## config.mk

```make
export PLATFORM = sky130hd
export DESIGN_NAME = add_sub_serial
export DESIGN_NICKNAME = d
export VERILOG_FILES = /design/src/rtl/add_sub_serial.sv
export SDC_FILE = /design/constraint.sdc
export NUM_CORES = 1
export LEC_CHECK = 0
export CORE_AREA = 2 2 57 59
export DETAILED_ROUTE_END_ITERATION = 8
export DIE_AREA = 0 0 59 61
export GPL_ROUTABILITY_DRIVEN = 0
export PLACE_DENSITY = 0.76
export SLEW_MARGIN = 20
export SYNTH_ARGS = -nofsm -noshare
export SYNTH_HDL_FRONTEND = slang
export SYNTH_SLANG_ARGS = --single-unit
```

## constraint.sdc

```tcl
create_clock -name clk -period 1.5 [get_ports clk]
set_clock_uncertainty 0.1 [all_clocks]
set_input_delay 0.15 -clock clk [delete_from_list [all_inputs] [get_ports clk]]
set_output_delay 0.15 -clock clk [all_outputs]
set_load 0.1 [all_outputs]
```

## src/rtl/add_sub_serial.sv

```systemverilog
// add_sub_serial: digit-serial adder/subtractor.
// Captures WIDTH-bit operands on a start strobe and consumes DIGIT bits per
// clock, LSB first, shifting the result in from the MSB end. Subtraction is
// a + ~b + 1, so cout is NOT borrow.
// Optional: define ADD_SUB_SERIAL_OVF_EN to add the signed-overflow output ovf.
// WIDTH must be >= 2 and a multiple of DIGIT; 1 <= DIGIT <= WIDTH.
module add_sub_serial #(
    parameter int WIDTH = 8,
    parameter int DIGIT = 1
) (
    input  logic             clk,
    input  logic             rst,
    input  logic             en,
    input  logic             sub,
    input  logic [WIDTH-1:0] a,
    input  logic [WIDTH-1:0] b,
    output logic [WIDTH-1:0] out,
    output logic             cout,
    output logic             busy,
`ifdef ADD_SUB_SERIAL_OVF_EN
    output logic             done,
    output logic             ovf
`else
    output logic             done
`endif
);

    localparam int N  = WIDTH / DIGIT;
    localparam int CW = (N > 1) ? $clog2(N) : 1;
    localparam logic [CW-1:0] LAST = CW'(N - 1);

    localparam logic [1:0] S_IDLE = 2'd0;
    localparam logic [1:0] S_ADD  = 2'd1;
    localparam logic [1:0] S_DONE = 2'd2;

    logic [1:0]       r_state;
    logic [WIDTH-1:0] r_a;
    logic [WIDTH-1:0] r_b;
    logic             r_carry;
    logic [CW-1:0]    r_count;
    logic [WIDTH-1:0] r_out;
    logic             r_cout;

    logic [DIGIT:0]   w_sum;
    logic [WIDTH-1:0] w_out_next;
    logic             w_last;

    // One digit of the ripple sum: {carry out, digit result}
    always_comb begin
        w_sum = {1'b0, r_a[DIGIT-1:0]} + {1'b0, r_b[DIGIT-1:0]}
              + {{DIGIT{1'b0}}, r_carry};
    end

    // New digit enters at the MSB end; a single-digit operation replaces all bits
    generate
        if (DIGIT == WIDTH) begin : g_full
            assign w_out_next = w_sum[DIGIT-1:0];
        end else begin : g_shift
            assign w_out_next = {w_sum[DIGIT-1:0], r_out[WIDTH-1:DIGIT]};
        end
    endgenerate

    assign w_last = (r_count == LAST);

    // Control FSM and datapath registers
    always_ff @(posedge clk) begin
        if (rst) begin
            r_state <= S_IDLE;
            r_a     <= '0;
            r_b     <= '0;
            r_carry <= 1'b0;
            r_count <= '0;
            r_out   <= '0;
            r_cout  <= 1'b0;
        end else begin
            case (r_state)
                S_IDLE: begin
                    if (en) begin
                        r_a     <= a;
                        r_b     <= sub ? ~b : b;
                        r_carry <= sub;
                        r_count <= '0;
                        r_out   <= '0;
                        r_state <= S_ADD;
                    end
                end
                S_ADD: begin
                    r_out   <= w_out_next;
                    r_a     <= r_a >> DIGIT;
                    r_b     <= r_b >> DIGIT;
                    r_carry <= w_sum[DIGIT];
                    r_count <= r_count + 1'b1;
                    if (w_last) begin
                        r_cout  <= w_sum[DIGIT];
                        r_state <= S_DONE;
                    end
                end
                S_DONE: begin
                    r_state <= S_IDLE;
                end
                default: begin
                    r_state <= S_IDLE;
                end
            endcase
        end
    end

`ifdef ADD_SUB_SERIAL_OVF_EN
    logic r_ovf;
    logic w_msb_cin;

    // Carry into the result MSB recovered from the MSB sum bit: s = a ^ b ^ cin
    assign w_msb_cin = r_a[DIGIT-1] ^ r_b[DIGIT-1] ^ w_sum[DIGIT-1];

    // Signed overflow latched on the final digit, cleared at each start
    always_ff @(posedge clk) begin
        if (rst) begin
            r_ovf <= 1'b0;
        end else if (r_state == S_IDLE && en) begin
            r_ovf <= 1'b0;
        end else if (r_state == S_ADD && w_last) begin
            r_ovf <= w_msb_cin ^ w_sum[DIGIT];
        end
    end

    assign ovf = r_ovf;
`endif

    assign out  = r_out;
    assign cout = r_cout;
    assign busy = (r_state != S_IDLE);
    assign done = (r_state == S_DONE);

endmodule

```

# Word-level counts from Yosys, hierarchy flattened
# Cells that the tools add are included.
# W data, S select, Z words.
[classes]
reduce_logical = 6
n_bitwise = 1
eq_ne = 5
n_addsub = 3
mux = 14
[op_table]
columns = ["operator", "count"]
rows = [
  ["$pmux W8 S2", 3],
  ["$mux W8", 4],
  ["$not A8 Y8", 1],
  ["$pmux W3 S2", 1],
  ["$reduce_and A2 Y1", 3],
  ["$mux W2", 2],
  ["$ne A2 B2 Y1 const B", 2],
  ["$pmux W2 S2", 1],
  ["$reduce_bool A2 Y1", 2],
  ["$add A3 B1 Y3 const B", 1],
  ["$eq A3 B3 Y1 const B", 1],
  ["$mux W3", 1],
  ["$add A1 B1 Y2", 1],
  ["$add A2 B1 Y2", 1],
  ["$eq A2 B1 Y1 const B", 1],
  ["$eq A2 B2 Y1 const B", 1],
  ["$logic_not A2 Y1", 1],
  ["$pmux W1 S2", 1],
  ["$mux W1", 1],
]
[totals]
in_bits = 20
elab_cells = 36
ff_bits = 31
out_inout_bits = 11

# Depth between registers and ports, before layout
# Gate-level depths: netlist of the first run.
[depth]
depth_word = 4
ltp_mapped = 5
mapped_depth_nobuf = 5

# Worst setup path after synthesis of the first run
# OpenSTA, ideal clock, no wires.
[synth_timing]
path_type = "flip-flop to output port"
start = "register r_state[1]"
end = "output done"
required_time_ns = 1.250
arrival_ns = 2.069
setup_slack_ns = -0.819
path_stages_with_launch = 4
n_path_buf = 2
cell_sequence = "dfxtp_1 > buf_4 > clkbuf_1 > nor2b_1"
[synth_via]
elab_chain_len = 1
[synth_rtl]
columns = ["item", "line", "rtl"]
rows = [
  ["from (decl)", "36", "logic [1:0] r_state;"],
  ["from (signal assigned)", "68", "r_state <= S_IDLE;"],
  ["from (signal assigned)", "84", "r_state <= S_ADD;"],
  ["from (signal assigned)", "95", "r_state <= S_DONE;"],
  ["$eq A2 B2 Y1", "132", "assign done = (r_state == S_DONE);"],
  ["to (decl)", "24", "output logic done"],
]
# No other way between the ends.

# Worst setup path in the final report of the first run
[layout_timing]
start = "register r_state[1]"
end = "output busy"
[layout_via]
elab_chain_len = 1
[layout_rtl]
columns = ["item", "line", "rtl"]
rows = [
  ["$reduce_bool A2 Y1", "131", "assign busy = (r_state != S_IDLE);"],
  ["to (decl)", "19", "output logic busy,"],
]
# No other way between the ends.

==> results.toml, run 1 <==
[outcome]
status = "complete, no violations"

[setup_path]
worst_path_max_delay_cell = "dfxtp_2"
crit_path_max_incr_delay_ns = 0.34
ff2ff_setup_slack_ns = 0.08
cp.required_ns = 1.25
worstPathCellList = "buf_12 > or2_4 > buf_12"
path_class = "reg2out"
cp-start-kind = "flip-flop"
reg2reg_from = "r_state[0]"
endpoint_kind = "primary output"
critPathLaunch = "r_state[1]"
cp_common_cell = "buf_12"
crit_family = "flip-flops"
critPathBufInv = 2
cp_max_fo = 17
arrival_ns = 1.21

[drt]
drtIter0Drc = 69
route.detailed.drc = 0
first_pass_iters = 5
avgViaCountPerCell = 5.485
drtAntennaViolNets = 0
avgRoutedWirePerCell_um = 13.51
wl_mm = 3.093
vias = 1256

[floorplanning]
row_count = 20
start_util_pct = 47.58
core_area_sq_mm = 0.002953
boundaryPins = 31
dieArea_sq_mm = 0.003599
die_h_um = 61
fp.dieW_um = 59

[final_layout]
antenna_cells = 0
layout_commonest_cell = "dfxtp_1"
drive_gt1_share_pct = 22.45
register_area_sq_um = 625.6
multi_input_area_sq_um = 715.7
area_growth_pct = 44.70
layout_common_cells = "dfxtp_1, nor2_1, clkdlybuf4s50_1"
final_nets = 218
fillers = 226
stdcell_count = 229

[cts]
cts_root_buffer = "clkbuf_4"
ctsLongestPathBuffers = 2
htreeDepth = 2
ctsHoldBuffers = 0
cts_inserted_buffers = 5
clkTransAtPathRegs_ns = 0.10
clkSinkCount = 31
cts_tree = "done"
clock_latency_ns = 0.33

[synthesis]
netlist_instances = 154
yosysUniqueCellTypes = 31
synth_fp_nets = 177
yosysWarnings = 0
synthArstFlopShare_pct = 0
synth_flop_cell = "dfxtp_1"
synth_area_sq_mm = 0.001405
ys_seq_area_share_pct = 44.17
ys_seq_elements = 31
synth_enable_flop_cells = 0
syn_avg_cell_area_sq_um = 9.124

[sta]
layout_min_cycle_time_ns = 1.462
grt_setup_unrepaired = "yes"
whs_ns = 0.3736
fmax_mhz = 683.9
tightest_slew_ns = 0.2542
finalCritPeriodShare_pct = 97.48
finalSetupViolCount = 0
max_slew_margin_pct = 83.06
fin_ws_ns = 0.03787
hold_viol = 0
drv_slew = 0
timing.setup.tns_ns = 0

[place]
dpl_worst_slack_ns = -0.2229
hpwl_mm = 2.188
port-buffer-count = 30
dp_cells = 217

[global_routing]
grt-ovfl-total = 0
antenna_found_initial = 0
grt_use_total_pct = 19.03
grt_start_max_net_pins = 23
grt_pass1_wl_mm = 5.126
grt_pass1_vias = 1191

[flow_run]
cap_violations = 0

[worst_hold_path]
holdCritPathClass = "in2reg"
min-delay-start = "b[3]"

[pwr]
p_leak_uw = 0.0007744
p_per_area_mw_per_mm2 = 888.8
vdd_drop_max_mv = 0.6908
==> report_power, final <==
group | internal [uW] | total [uW] | leakage, uW | switching (uW)
Clock | 274 | 565 | 0.0000375 | 291
Sequential | 867 | 893 | 0.000255 | 26.2
Combinational | 180 | 349 | 0.000482 | 169
Total | 1320 | 1810 | 0.000774 | 486
==> state kept, by name (all words and copies together), names as in the netlist <==
signal,count
r_count,3
cout,1
r_carry,1
r_a,8
out,8
r_b,8
r_state,2
==> Yosys cell counts (2+ instances only) <==
cell	count	area share, %
or3b_2	2	1.2
nor2_1	21	5.6
nor3_1	6	2.1
buf_2	5	1.8
nand2_1	4	1.1
nor2b_1	2	0.89
a21oi_1	9	3.2
a221oi_1	2	1.2
dfxtp_1	31	44
o22ai_1	7	3.1
a22oi_1	18	9.6
buf_4	2	1.1
clkbuf_1	4	1.1
ha_1	2	1.8
inv_1	5	1.3
nand2b_1	7	3.1
a211oi_1	3	1.6
or3b_1	5	3.1
xnor2_1	7	4.4
==> final timing paths <==
kind	end	cells after the start
max	busy	3
min	r_b[3]	3
max reg2reg	r_a[0]	4
min reg2reg	r_count[0]	1
==> layer usage <==
layer	up-vias	GRT usage (%)	wire, um
li1	631	-	-
met1	587	21.83	1309
met2	35	32.86	1568
met3	3	6.823	182
met4	0	6.818	33
met5	-	0	0
==> metrics by stage <==
| step | instance area, sq um | total power [uW] | utilization [%] |
|---|---|---|---|
| global placement | 1901 | 1234 | 64.36 |
| detailed placement | 1901 | 1246 | 64.36 |
| CTS | 2009 | 1817 | 68.05 |
| global route | 2033 | 1886 | 68.86 |
| finish | 2033 | 1807 | 68.86 |
| floorplan | 1414 | 1114 | - |
==> tightest hold or removal path: cells and delay by family <==
family	cells	cell delay [ns]
AO/OA/AOI/OAI	1	0.06
XOR/XNOR	1	0.14
buffers and inverters	1	0.41
==> layout make-up <==
| cell class | instances | area share [%] |
|---|---|---|
| timing repair buffer | 46 | 27.51 |
| sequential | 31 | 30.77 |
| clock inverter | 1 | 0.3692 |
| clock buffer | 7 | 3.200 |
| tap | 33 | 2.031 |
| inverter | 5 | 0.9231 |
| multi-input combinational | 106 | 35.20 |
==> what timing repair did <==
| action | 4_1_cts | 5_1_grt |
|---|---|---|
| setup buffers | 3 | 1 |
| setup endpoints to repair | 1 | 3 |
| resized for setup | 5 | 4 |
| pin swaps | 1 | 0 |
==> kinds of logic after synthesis <==
kind of cell    count (synthesis)  synth area share (%)
compound gates                 45                 22.89
fa+ha+maj                       3                 3.205
xor+xnor                        8                 4.987
flops                          31                 44.17
simple gates                   50                 18.70
buf+inv                        17                 6.054
(Power assumes the default switching activity.)
==> run 2, diff against run 1 <==
- TNS_END_PERCENT: unset -> 1
==> run 2 against run 1 <==
Net effect:
- combinational power down 2%
- maximum frequency down 0.94%
- cell area down 1.1%
- clock power is essentially flat
- power is 0.52% lower
- hold slack better by 0.0011 ns
- critical path depth is the same
- via count is 0.72% lower
- routed wire length shrank 1.4%
- critical endpoint unchanged
==> results.toml, run 2 (synthesis gave the netlist of run 1 again) <==
[outcome]
status = "complete, no violations"

[floorplanning]
fp.dieW_um = 59
row_count = 20
start_util_pct = 47.58
dieArea_sq_mm = 0.003599
boundaryPins = 31
die_h_um = 61
core_area_sq_mm = 0.002953

[drt]
drtIter0Drc = 85
drtAntennaViolNets = 0
first_pass_iters = 5
route.detailed.drc = 0
avgRoutedWirePerCell_um = 13.38
vias = 1247
avgViaCountPerCell = 5.469
wl_mm = 3.050

[final_layout]
fin_util_pct = 68.09
drive_gt1_share_pct = 21.54
layout_common_cells = "dfxtp_1, nor2_1, clkdlybuf4s50_1"
stdcell_count = 228
layout_commonest_cell = "dfxtp_1"
design_area_sq_mm = 0.002011
final_nets = 217
antenna_cells = 0
area_growth_pct = 43.10

[sta]
tightest_slew_ns = 0.2533
drv_slew = 0
hold_viol = 0
layout_min_cycle_time_ns = 1.476
finalCritPeriodShare_pct = 98.40
max_slew_margin_pct = 83.11
grt_setup_unrepaired = "yes"
fin_ws_ns = 0.02399
finalSetupViolCount = 0
fmax_mhz = 677.5

[global_routing]
grt-ovfl-total = 0
antenna_found_initial = 0
grt_start_max_net_pins = 23
grt_pass1_wl_mm = 5.126
grt_use_total_pct = 19.03
grt_pass1_vias = 1191

[setup_path]
worstPathCellList = "buf_6 > or2_4 > buf_12"
arrival_ns = 1.23
cp-start-kind = "flip-flop"
ff2ff_setup_slack_ns = 0.09
crit_family = "flip-flops"
crit_path_max_incr_delay_ns = 0.36
worst_path_max_delay_cell = "dfxtp_4"
critPathBufInv = 2
cp_max_fo = 9
cp.required_ns = 1.25
path_class = "reg2out"
endpoint_kind = "primary output"

[worst_hold_path]
holdCritPathClass = "in2reg"

[pwr]
p_per_area_mw_per_mm2 = 894.1
p_leak_uw = 0.0007650
power.total_uw = 1798
vdd_drop_max_mv = 0.6825

[place]
dpl_worst_slack_ns = -0.2229
port-buffer-count = 30
hpwl_mm = 2.188
place_area_sq_mm = 0.001901
dp_cells = 217

[cts]
cts_inserted_buffers = 5
htreeDepth = 2
ctsLongestPathBuffers = 2
clkTransAtPathRegs_ns = 0.10
cts_tree = "done"
clkSinkCount = 31
cts_root_buffer = "clkbuf_4"
clock_latency_ns = 0.33

[flow_run]
cap_violations = 0
## run 2: cell types whose count changed in the layout (fill, tap and decap cells not counted)
cell	before	now
a221oi_1	1	2
a221oi_2	1	0
buf_12	13	12
buf_4	13	12
buf_6	1	2
## run 2: report_power, final
group / leakage, uW / switching [uW] / internal (uW)
clock network: 0.0000375 / 288 / 274
logic: 0.000473 / 167 / 177
registers: 0.000255 / 25.7 / 867
## run 2: timing repair
item | 4_1_cts | 5_1_grt
setup buffers | 3 | 0
hold buffers | 0 | 0
endpoints found under the setup margin | 1 | 3
hold endpoints to repair | 0 | 0
resized for setup | 5 | 1
pin swaps | 1 | 0
## run 2: worst register-to-register path: stages, from the launching register on
cell,delay [ns]
dfxtp_4,0.36
buf_4,0.15
and2b_1,0.18
buf_12,0.16
a221oi_1,0.26
o21a_1,0.16
## run 2: final cells by class
type	instances	area (sq um)
Fill cell	228	942.2
Multi-Input combinational cell	106	709.4
Sequential cell	31	625.6
Timing Repair Buffer	45	543.0
Clock buffer	7	65.06
Tap cell	33	41.29
Inverter	5	18.77
Clock inverter	1	7.507
## run 2: worst paths after layout
check                                 from    endpoint  cells past startpoint
worst max register to register  r_state[0]     r_carry                      5
worst max-delay path            r_state[0]        busy                      3
worst min register to register  r_count[0]  r_count[0]                      1
worst min-delay path                  b[3]      r_b[3]                      3
## run 2: layer usage
layer  track usage [%]  up-vias  part of all wire, %
met1             21.83      584                   43
met5                 0        -                    0
met3             6.823        5                  5.9
met2             32.86       30                   50
li1                  -      628                    -
met4             6.818        0                  1.6
## run 2: through the flow
stage	setup TNS, ns	hold slack [ns]
2_1_floorplan	0	0.2134
3_3_place_gp	-2.290	0.3665
3_5_place_dp	-3.517	0.3639
4_1_cts	0	0.3684
5_1_grt	-0.06066	0.3889
6_report	0	0.3747
==> run 3, diff against run 2 <==
- CORE_AREA: 2 2 57 59 -> 2 2 55 57
- DIE_AREA: 0 0 59 61 -> 0 0 57 59
- GPL_TIMING_DRIVEN: unset -> 0
- PLACE_DENSITY: 0.76 -> 0.8
- clock period: 1.5 -> 1.78 ns (I/O delays scaled with it)
==> run 3 against run 2 <==
Net effect:
- sequential share of layout area is 3.3 points higher
- critical path type unchanged
- combinational power fell by 25%
- global-route usage increased by 2.1 points
- die area fell by 6.6%
- hold slack worse by 0.16 ns
==> results.toml, run 3 (synthesis gave the netlist of run 1 again) <==
[floorplanning]
row_count = 19
fp.dieW_um = 57
start_util_pct = 51.85
core_area_sq_mm = 0.002710
die_h_um = 59
dieArea_sq_mm = 0.003363
boundaryPins = 31

[global_routing]
grt_pass1_vias = 1224
grt_start_max_net_pins = 19
grt-ovfl-total = 0
antenna_found_initial = 0
grt_pass1_wl_mm = 5.409
grt_use_total_pct = 21.14

[sta]
tightest_slew_ns = 0.5730
layout_min_cycle_time_ns = 1.668
max_slew_margin_pct = 61.98
finalSetupViolCount = 0
finalCritPeriodShare_pct = 93.73
fmax_mhz = 599.4
grt_setup_unrepaired = "no"
hold_viol = 0
drv_slew = 0
whs_ns = 0.2185
fin_ws_ns = 0.1116

[final_layout]
layout_commonest_cell = "dfxtp_1"
area_growth_pct = 28.67
final_nets = 212
antenna_cells = 0
drive_gt1_share_pct = 17.37
layout_common_cells = "dfxtp_1, nor2_1, a22oi_1, clkdlybuf4s50_1, a21oi_1"

[setup_path]
worst_path_max_delay_cell = "dfxtp_2"
cp-start-kind = "flip-flop"
arrival_ns = 1.39
cp_common_cell = "buf_4"
path_class = "reg2out"
worstPathCellList = "buf_4 > or2_2 > buf_4"
cp.required_ns = 1.50
cp_max_fo = 10
endpoint_kind = "primary output"
crit_path_max_incr_delay_ns = 0.36

[drt]
wl_mm = 3.111
drtAntennaViolNets = 0
avgRoutedWirePerCell_um = 14.08
avgViaCountPerCell = 5.747
drtIter0Drc = 68
route.detailed.drc = 0
first_pass_iters = 5
vias = 1270

[place]
port-buffer-count = 29
dpl_worst_slack_ns = -0.6353
hpwl_mm = 2.291

[cts]
ctsHoldBuffers = 0
clock_latency_ns = 0.33
cts_root_buffer = "clkbuf_4"
cts_tree = "done"
cts_inserted_buffers = 5
post-cts-setup-buffers = 0
clkSinkCount = 31
clkTransAtPathRegs_ns = 0.09
ctsLongestPathBuffers = 2
htreeDepth = 2

[pwr]
swShare_pct = 26.48
vdd_drop_max_mv = 0.6087
clock_power_share_pct = 31.4
switchingPower_uw = 389.8
sequentialPowerShare_pct = 51.2
p_int_uw = 1082
comb_power_share_pct = 17.4
p_leak_uw = 0.0006780
p_per_area_mw_per_mm2 = 814.1

[flow_run]
cap_violations = 0

[worst_hold_path]
holdCritPathClass = "in2reg"

[outcome]
status = "complete, no violations"
run 3: cell count changes in the layout (fill, tap and decap cells not counted):
cell	previous run	this run
buf_12	12	0
buf_4	12	4
clkdlybuf4s15_2	0	8
buf_2	0	5
clkbuf_1	0	4
buf_6	2	1
clkbuf_2	0	1
clkdlybuf4s50_1	19	18
clkinvlp_4	1	0
dfxtp_1	29	30
dfxtp_4	1	0
or2_2	0	1
or2_4	1	0
run 3: through the flow:
step	setup TNS (ns)	power, uW	cell area [sq um]	instances	utilization [%]
final	0	1472	1808	221	66.71
after global routing	0	1547	1808	221	66.71
after CTS	0	1481	1812	221	66.85
after detailed placement	-1.242	1026	1742	214	64.27
after global placement	-1.198	1013	1742	214	64.27
after floorplan	0	938.4	1413	154	-
run 3: power groups by stage:
stage | sequential [uW] | combinational, uW | clock, uW
6_report | 753 | 257 | 462
3_3_place_gp | 767 | 247 | 0
3_5_place_dp | 769 | 258 | 0
4_1_cts | 753 | 257 | 471
5_1_grt | 759 | 285 | 504
2_1_floorplan | 780 | 159 | 0
run 3: final timing paths:
path / startpoint / endpoint / slack [ns] / cells after the start
min: sub / r_b[1] / 0.22 / 3
max: r_state[0] / busy / 0.11 / 3
min reg2reg: r_a[6] / r_a[6] / 0.39 / 2
max reg2reg: r_state[1] / r_b[4] / 0.30 / 5
run 3: worst max-delay path, delay by kind of cell (launching register included):
| family | cells | cell delay [ns] |
|---|---|---|
| buf+inv | 2 | 0.41 |
| flops | 1 | 0.36 |
| simple gates | 1 | 0.29 |
run 3: final cells by class:
cell class	instances	area [sq um]
Tap cell	31	38.79
Multi-Input combinational cell	106	706.9
Fill cell	221	902.1
Clock buffer	8	68.82
Inverter	5	18.77
Buffer	11	62.56
Sequential cell	31	621.8
Timing Repair Buffer	29	290.3
run 3: repair_timing:
item	in CTS	in global routing
gates resized for setup	38	2
endpoints found under the hold margin	0	0
cloned	0	0
endpoints found under the setup margin	11	2
run 3: per-layer routing:
metal / up-vias / global-route usage, % / wire length, um
li1: 617 / - / -
met1: 604 / 23.97 / 1263
met2: 40 / 36.12 / 1607
met3: 9 / 7.205 / 167
met4: 0 / 9.635 / 72
met5: - / 0 / 0
